<file path="src/rtl/sha256_digest_serializer.sv">
// sha256_digest_serializer
// Drains a captured SHA-256 digest as a byte stream over a valid/ready handshake.
// The output is raw bytes or lowercase ASCII hex, most significant byte first.
// A newline can optionally close each frame.
// A rising edge of digest_done starts a frame, and the whole digest is captured at that point.
// A rising edge that arrives while a frame is already in progress sets the sticky overrun flag.

module sha256_digest_serializer #(
  parameter int DIGEST_BYTES = 32,
  parameter int HEX_MODE     = 0,
  parameter int APPEND_NL    = 0
) (
  input  logic                      clk,
  input  logic                      rst,
  input  logic [8*DIGEST_BYTES-1:0] digest_in,
  input  logic                      digest_done,
  output logic [7:0]                out_data,
  output logic                      out_valid,
  input  logic                      out_ready,
  output logic                      out_last,
  output logic                      busy,
  output logic                      overrun
);

  localparam int DW   = 8 * DIGEST_BYTES;
  localparam int N    = DIGEST_BYTES * ((HEX_MODE != 0) ? 2 : 1) + ((APPEND_NL != 0) ? 1 : 0);
  localparam int CW   = $clog2(N + 1);
  localparam int STEP = (HEX_MODE != 0) ? 4 : 8;
  localparam logic [CW-1:0] LAST_IDX = CW'(N - 1);

  typedef enum logic {IDLE, SEND} state_t;

  state_t          state, state_next;
  logic            done_prev;
  logic            rise;
  logic            xfer;
  logic [DW-1:0]   sreg, sreg_next;
  logic [CW-1:0]   count, count_next;
  logic [7:0]      out_data_next;
  logic            out_valid_next;
  logic            out_last_next;
  logic            overrun_next;

  function automatic logic [7:0] hex_char(input logic [3:0] n);
    if (n < 4'd10) return 8'h30 + {4'h0, n};
    else           return 8'h57 + {4'h0, n};
  endfunction

  // The character for the unit at the top of the shift register: a byte, or the hex digit of a nibble
  function automatic logic [7:0] head_char(input logic [DW-1:0] v);
    if (HEX_MODE != 0) return hex_char(v[DW-1 -: 4]);
    else               return v[DW-1 -: 8];
  endfunction

  assign rise = digest_done & ~done_prev;
  assign xfer = out_valid & out_ready;
  assign busy = (state == SEND);

  // State register
  always_ff @(posedge clk or posedge rst) begin
    if (rst) state <= IDLE;
    else     state <= state_next;
  end

  // Next-state logic: a rise starts a frame, and the transfer of the final character ends it
  always_comb begin
    state_next = state;
    case (state)
      IDLE:    if (rise) state_next = SEND;
      SEND:    if (xfer && (count == LAST_IDX)) state_next = IDLE;
      default: state_next = IDLE;
    endcase
  end

  // Datapath and output next values: capture on a rise, advance one character per transfer
  always_comb begin
    sreg_next      = sreg;
    count_next     = count;
    out_data_next  = out_data;
    out_valid_next = out_valid;
    out_last_next  = out_last;
    overrun_next   = overrun | (rise & (state == SEND));
    case (state)
      IDLE: begin
        if (rise) begin
          sreg_next      = digest_in << STEP;
          count_next     = '0;
          out_data_next  = head_char(digest_in);
          out_valid_next = 1'b1;
          out_last_next  = (LAST_IDX == '0);
        end
      end
      SEND: begin
        if (xfer) begin
          if (count == LAST_IDX) begin
            count_next     = '0;
            out_valid_next = 1'b0;
            out_last_next  = 1'b0;
          end else begin
            count_next    = count + CW'(1);
            sreg_next     = sreg << STEP;
            out_data_next = ((APPEND_NL != 0) && (count_next == LAST_IDX)) ? 8'h0A : head_char(sreg);
            out_last_next = (count_next == LAST_IDX);
          end
        end
      end
      default: ;
    endcase
  end

  // Registered datapath, outputs, and the digest_done edge detector
  always_ff @(posedge clk or posedge rst) begin
    if (rst) begin
      done_prev <= 1'b0;
      sreg      <= '0;
      count     <= '0;
      out_data  <= 8'h00;
      out_valid <= 1'b0;
      out_last  <= 1'b0;
      overrun   <= 1'b0;
    end else begin
      done_prev <= digest_done;
      sreg      <= sreg_next;
      count     <= count_next;
      out_data  <= out_data_next;
      out_valid <= out_valid_next;
      out_last  <= out_last_next;
      overrun   <= overrun_next;
    end
  end

endmodule

</file>
<file path="config.mk">
export PLATFORM = sky130hd
export DESIGN_NAME = sha256_digest_serializer
export DESIGN_NICKNAME = d
export VERILOG_FILES = /design/src/rtl/sha256_digest_serializer.sv
export SDC_FILE = /design/constraint.sdc
export NUM_CORES = 1
export LEC_CHECK = 0
export CORE_AREA = 4 4 168 153
export DETAILED_ROUTE_END_ITERATION = 16
export DIE_AREA = 0 0 172 157
export PLACE_DENSITY = 0.9
export SETUP_SLACK_MARGIN = 0.3
export SLEW_MARGIN = 20
export SYNTH_ARGS = -nofsm -noshare
export SYNTH_HDL_FRONTEND = slang
export SYNTH_SLANG_ARGS = --single-unit
</file>
<file path="constraint.sdc">
create_clock -name clk -period 11.03 [get_ports clk]
set_input_delay 1.6545 -clock clk [delete_from_list [all_inputs] [get_ports clk]]
set_output_delay 1.6545 -clock clk [all_outputs]
set_load 0.01 [all_outputs]
</file>
### Word-level counts from Yosys, hierarchy flattened

Cells that the tools add are included.

| storage, ports and cells | value |
|---|---|
| bits of input ports | 260 |
| register bits after elaboration | 275 |

| cells by class | value |
|---|---|
| equal/unequal tests | 6 |
| $add $sub $neg | 1 |
| reductions and logical operators | 4 |
| bitwise gates (word level) | 6 |
| mux-type cells | 23 |

Operators by type and width:

| operator | number |
|---|---|
| $mux W256 | 3 |
| $pmux W256 S2 | 1 |
| $mux W8 | 3 |
| $mux W6 | 3 |
| $pmux W8 S2 | 1 |
| $eq A6 B5 Y1 const B | 2 |
| $pmux W6 S2 | 1 |
| $mux W1 | 8 |
| $add A6 B1 Y6 const B | 1 |
| $pmux W1 S2 | 3 |
| $reduce_and A3 Y1 | 2 |
| $ne A2 B1 Y1 const B | 2 |
| $ne A2 B2 Y1 const B | 2 |
| $and A1 B1 Y1 | 3 |
| $not A1 Y1 | 2 |
| $reduce_and A2 Y1 | 1 |
| $logic_and A1 B1 Y1 | 1 |
| $or A1 B1 Y1 | 1 |

### Depth between registers and ports, before layout

| depth | value |
|---|---|
| depth in word-level cells | 5 |
| mapped depth | 7 |

### Worst setup path before layout

OpenSTA, ideal clock, no wires.

| timing | value |
|---|---|
| path type | input to register |
| start point | input digest_done |
| end point | register sreg[149] |
| data arrival time | 2.716 ns |
| cell stages on the path | 7 |
| setup slack | 8.186 ns |
| path through | nor3b_1 buf_2 or2_1 buf_2 buf_2 buf_2 a2bb2oi_2 |

| between the ends | value |
|---|---|
| cells in the longest elaborated chain, start to end | 3 |

Ends and longest elaborated chain:

| what | line | source |
|---|---|---|
| from (decl) | 16 | `input logic digest_done,` |
| $and A1 B1 Y1 | 55 | `assign rise = digest_done & ~done_prev;` |
| $ne A2 B2 Y1 (no source line) | -- |  |
| $reduce_and A3 Y1 (no source line) | -- |  |
| to (signal assigned) | 123 | `sreg <= sreg_next;` |
| to (decl) | 37 | `logic [DW-1:0] sreg, sreg_next;` |

No other way between the ends.
A chain may end at the register's enable or synchronous reset.

### Worst setup path after layout

| timing | value |
|---|---|
| start point | input digest_done |
| end point | register sreg[184] |

The elaborated chain is that of the path after synthesis.

==> qor.csv <==
metric,value,unit
rr_worst_depth,7,
cts_buffers,29,
clk_latency,540,ps
first_pass_iters,6,
port_buffers,271,
syn_area,12100,sq um
powerDensity,196,nW/um^2
p_switching,0.000879,W
die_y,157,um
p_leak,6.11,nW
vdd_drop_max,94.5,uV
drc,0,
coreArea,24100,sq um
arrival,4740,ps
synth_area_leader_cell,dfrtp_1,
outcome,finished clean,
viasPerCell,6.03,
ctsResizeCount,0,
max_stage_delay,840,ps
clock-sinks,267,
place_inst,1539,
finalClockSkew,17.9,ps
stdcell_count,1595,
nFillCells,1742,
path_max_fanout,74,
finalWirelength,33.8,mm
worstSetupEndpointType,register,
path_cells,"clkdlybuf4s50_1, nor3b_2, buf_4, nor2_4, a21oi_4, buf_4, buf_4, a2bb2oi_2",
fin_crit_sh,38.9,%
cp_common_cell,buf_4,
clockRootBuffer,clkbuf_16,
avgSynthCellArea,11.5,sq um
yosysWarnings,0,
switching_share,28.3,%
synth_ff_type,dfrtp_1,
initial_utilization,50.2,%
postCtsSetupBuffers,0,
pwr-share-seq,45.1,%
synth.most_common_cell,dfrtp_1,
final_antenna_net_count,0,
grt_pass1_wl,52.7,mm
fin_setup_tns,0,ps
slew_viol_final,0,
syn_inst,1048,
antenna_found_initial,3,
drive_gt1_share,12.9,%
clkTransAtPathRegs,60,ps
num_rows,54,
synth-edff-count,0,
path_class,in2reg,
die_width,172,um
hold_class,reg2reg,
comb_power_share,23.1,%
critical_path.slowest_cell,buf_4,
max_slew_margin,28.0,%
hold_viol,0,
grt_max_degree,124,
cts_tree,built,
synth_top_area_share,55.3,%
drtIter0Drc,1011,
track_usage,24.2,%
syn2layout_area_growth,31.1,%
min_path_cells,1,
crit_required,11480,ps
htree_levels,1,
vias,9624,
overflow,0,
io_pins,272,
cts_hold_buf,0,
synthTopCellsByCount,"dfrtp_1, o22ai_1, inv_1",
ys_types,37,
grt_pass1_vias,9806,
synth_nets,1310,
gp_congestion,0.866,
critPathLaunchType,primary input,
final-setup-viol-count,0,
place_hpwl,22.0,mm
async_reset_ff_share,100,%
fin_crit,4290,ps
die-area,27000,sq um
worstMarginPinSlew,1080,ps
wl_per_cell,21.2,um
rsz0062_at_grt,no,
fin_nets,1525,
synth_seq_area_share,55.3,%
ys_seq_elements,267,
clockBufferDepth,3,
p_clk_share,31.9,%
max_freq,0.233,GHz
maxCapViolations,0,
internal_power,0.00222,W
synth.area.top_cells,"dfrtp_1, a2bb2oi_2, a22oi_1",
critical path, delay by kind of cell:
kind	cells	cell delay, ps
AO/OA/AOI/OAI	2	320
AND/OR/NAND/NOR	2	290
buffers and inverters	4	2400
cell families (layout without fill, tap and decap cells):
| logic type | Yosys count | after routing | synth area share, % |
|---|---|---|---|
| AO/OA/AOI/OAI | 523 | 523 | 35.0 |
| adder cells (fa/ha/maj) | 2 | 2 | 0.207 |
| other | 0 | 4 | 0 |
| flip-flops | 267 | 267 | 55.3 |
| buffers and inverters | 216 | 451 | 7.68 |
| AND/OR/NAND/NOR | 38 | 38 | 1.65 |
| XOR/XNOR | 2 | 2 | 0.145 |
power groups by stage:
stage	Sequential (W)	Clock, W	Combinational [W]
after global routing	0.00142	0.00105	0.000780
final	0.00140	0.000988	0.000715
after floorplan	0.00135	0	0.000513
after detailed placement	0.00140	0	0.000713
after global placement	0.00140	0	0.000683
after CTS	0.00140	0.00100	0.000718
layout make-up:
class                           instances  area, sq um  area share [%]
Antenna cell                            4         10.0          0.0632
Clock buffer                           36          802            5.07
Clock inverter                         15          173            1.09
Inverter                              117          447            2.82
Multi-Input combinational cell        565         4490            28.4
Sequential cell                       267         6690            42.2
Tap cell                              308          385            2.43
Timing Repair Buffer                  283         2830            17.9
flip-flops by register name, indices dropped and copies added, names as in the netlist:
| signal | cells |
|---|---|
| busy | 1 |
| count | 6 |
| done_prev | 1 |
| out_data | 8 |
| out_last | 1 |
| out_valid | 1 |
| overrun | 1 |
| sreg | 248 |
layer usage:
layer | track usage, % | share of wire (%) | up-vias
met5 | 0 | 0 | -
met3 | 3.79 | 6.2 | 73
met2 | 37.6 | 47 | 400
li1 | - | - | 4356
met1 | 35.1 | 43 | 4795
met4 | 8.31 | 3.4 | 0
stage by stage:
| stage | power (W) | utilization [%] | instance area [sq um] | setup WS, ps | hold slack, ps |
|---|---|---|---|---|---|
| detailed placement | 0.00212 | 61.5 | 14800 | 6210 | 479 |
| finish | 0.00310 | 65.8 | 15800 | 6740 | 489 |
| floorplan | 0.00187 | - | 12100 | 2020 | 467 |
| CTS | 0.00312 | 65.6 | 15800 | 6770 | 492 |
| global placement | 0.00208 | 61.5 | 14800 | 6330 | 439 |
| global route | 0.00325 | 65.8 | 15800 | 6630 | 514 |
placed cells by master (no fill, tap or decap), types with 2 or more instances in the layout:
cell type,n
clkdlybuf4s50_1,271
dfrtp_1,266
o22ai_1,133
inv_1,116
a22oi_1,115
o21ai_0,113
a2bb2oi_2,95
a2bb2oi_1,38
clkbuf_16,29
nand2_1,16
o21ai_1,9
a22o_1,8
buf_4,8
clkinv_2,7
clkbuf_8,5
diode_2,4
nand3_1,4
a21o_1,3
a21oi_1,3
nor2_1,3
clkinvlp_4,3
bufinv_16,3
buf_6,3
and3_1,2
a21oi_4,2
nor2b_1,2
xnor2_1,2
nor3_1,2
ha_1,2
clkbuf_1,2
path summary, 6_finish.rpt:
| check | startpoint | to | slack [ps] |
|---|---|---|---|
| worst min register to register | overrun$_DFF_PP0_ | overrun$_DFF_PP0_ | 490 |
| worst max register to register | busy$_DFF_PP0_ | sreg[184]$_DFFE_PP0P_ | 7560 |
| worst min-delay path | overrun$_DFF_PP0_ | overrun$_DFF_PP0_ | 490 |
| worst max-delay path | digest_done | sreg[184]$_DFFE_PP0P_ | 6740 |
| max in group asynchronous | rst | sreg[79]$_DFFE_PP0P_ | 7980 |
| min in group asynchronous | rst | done_prev$_DFF_PP0_ | 1710 |
(Power assumes the default switching activity.)
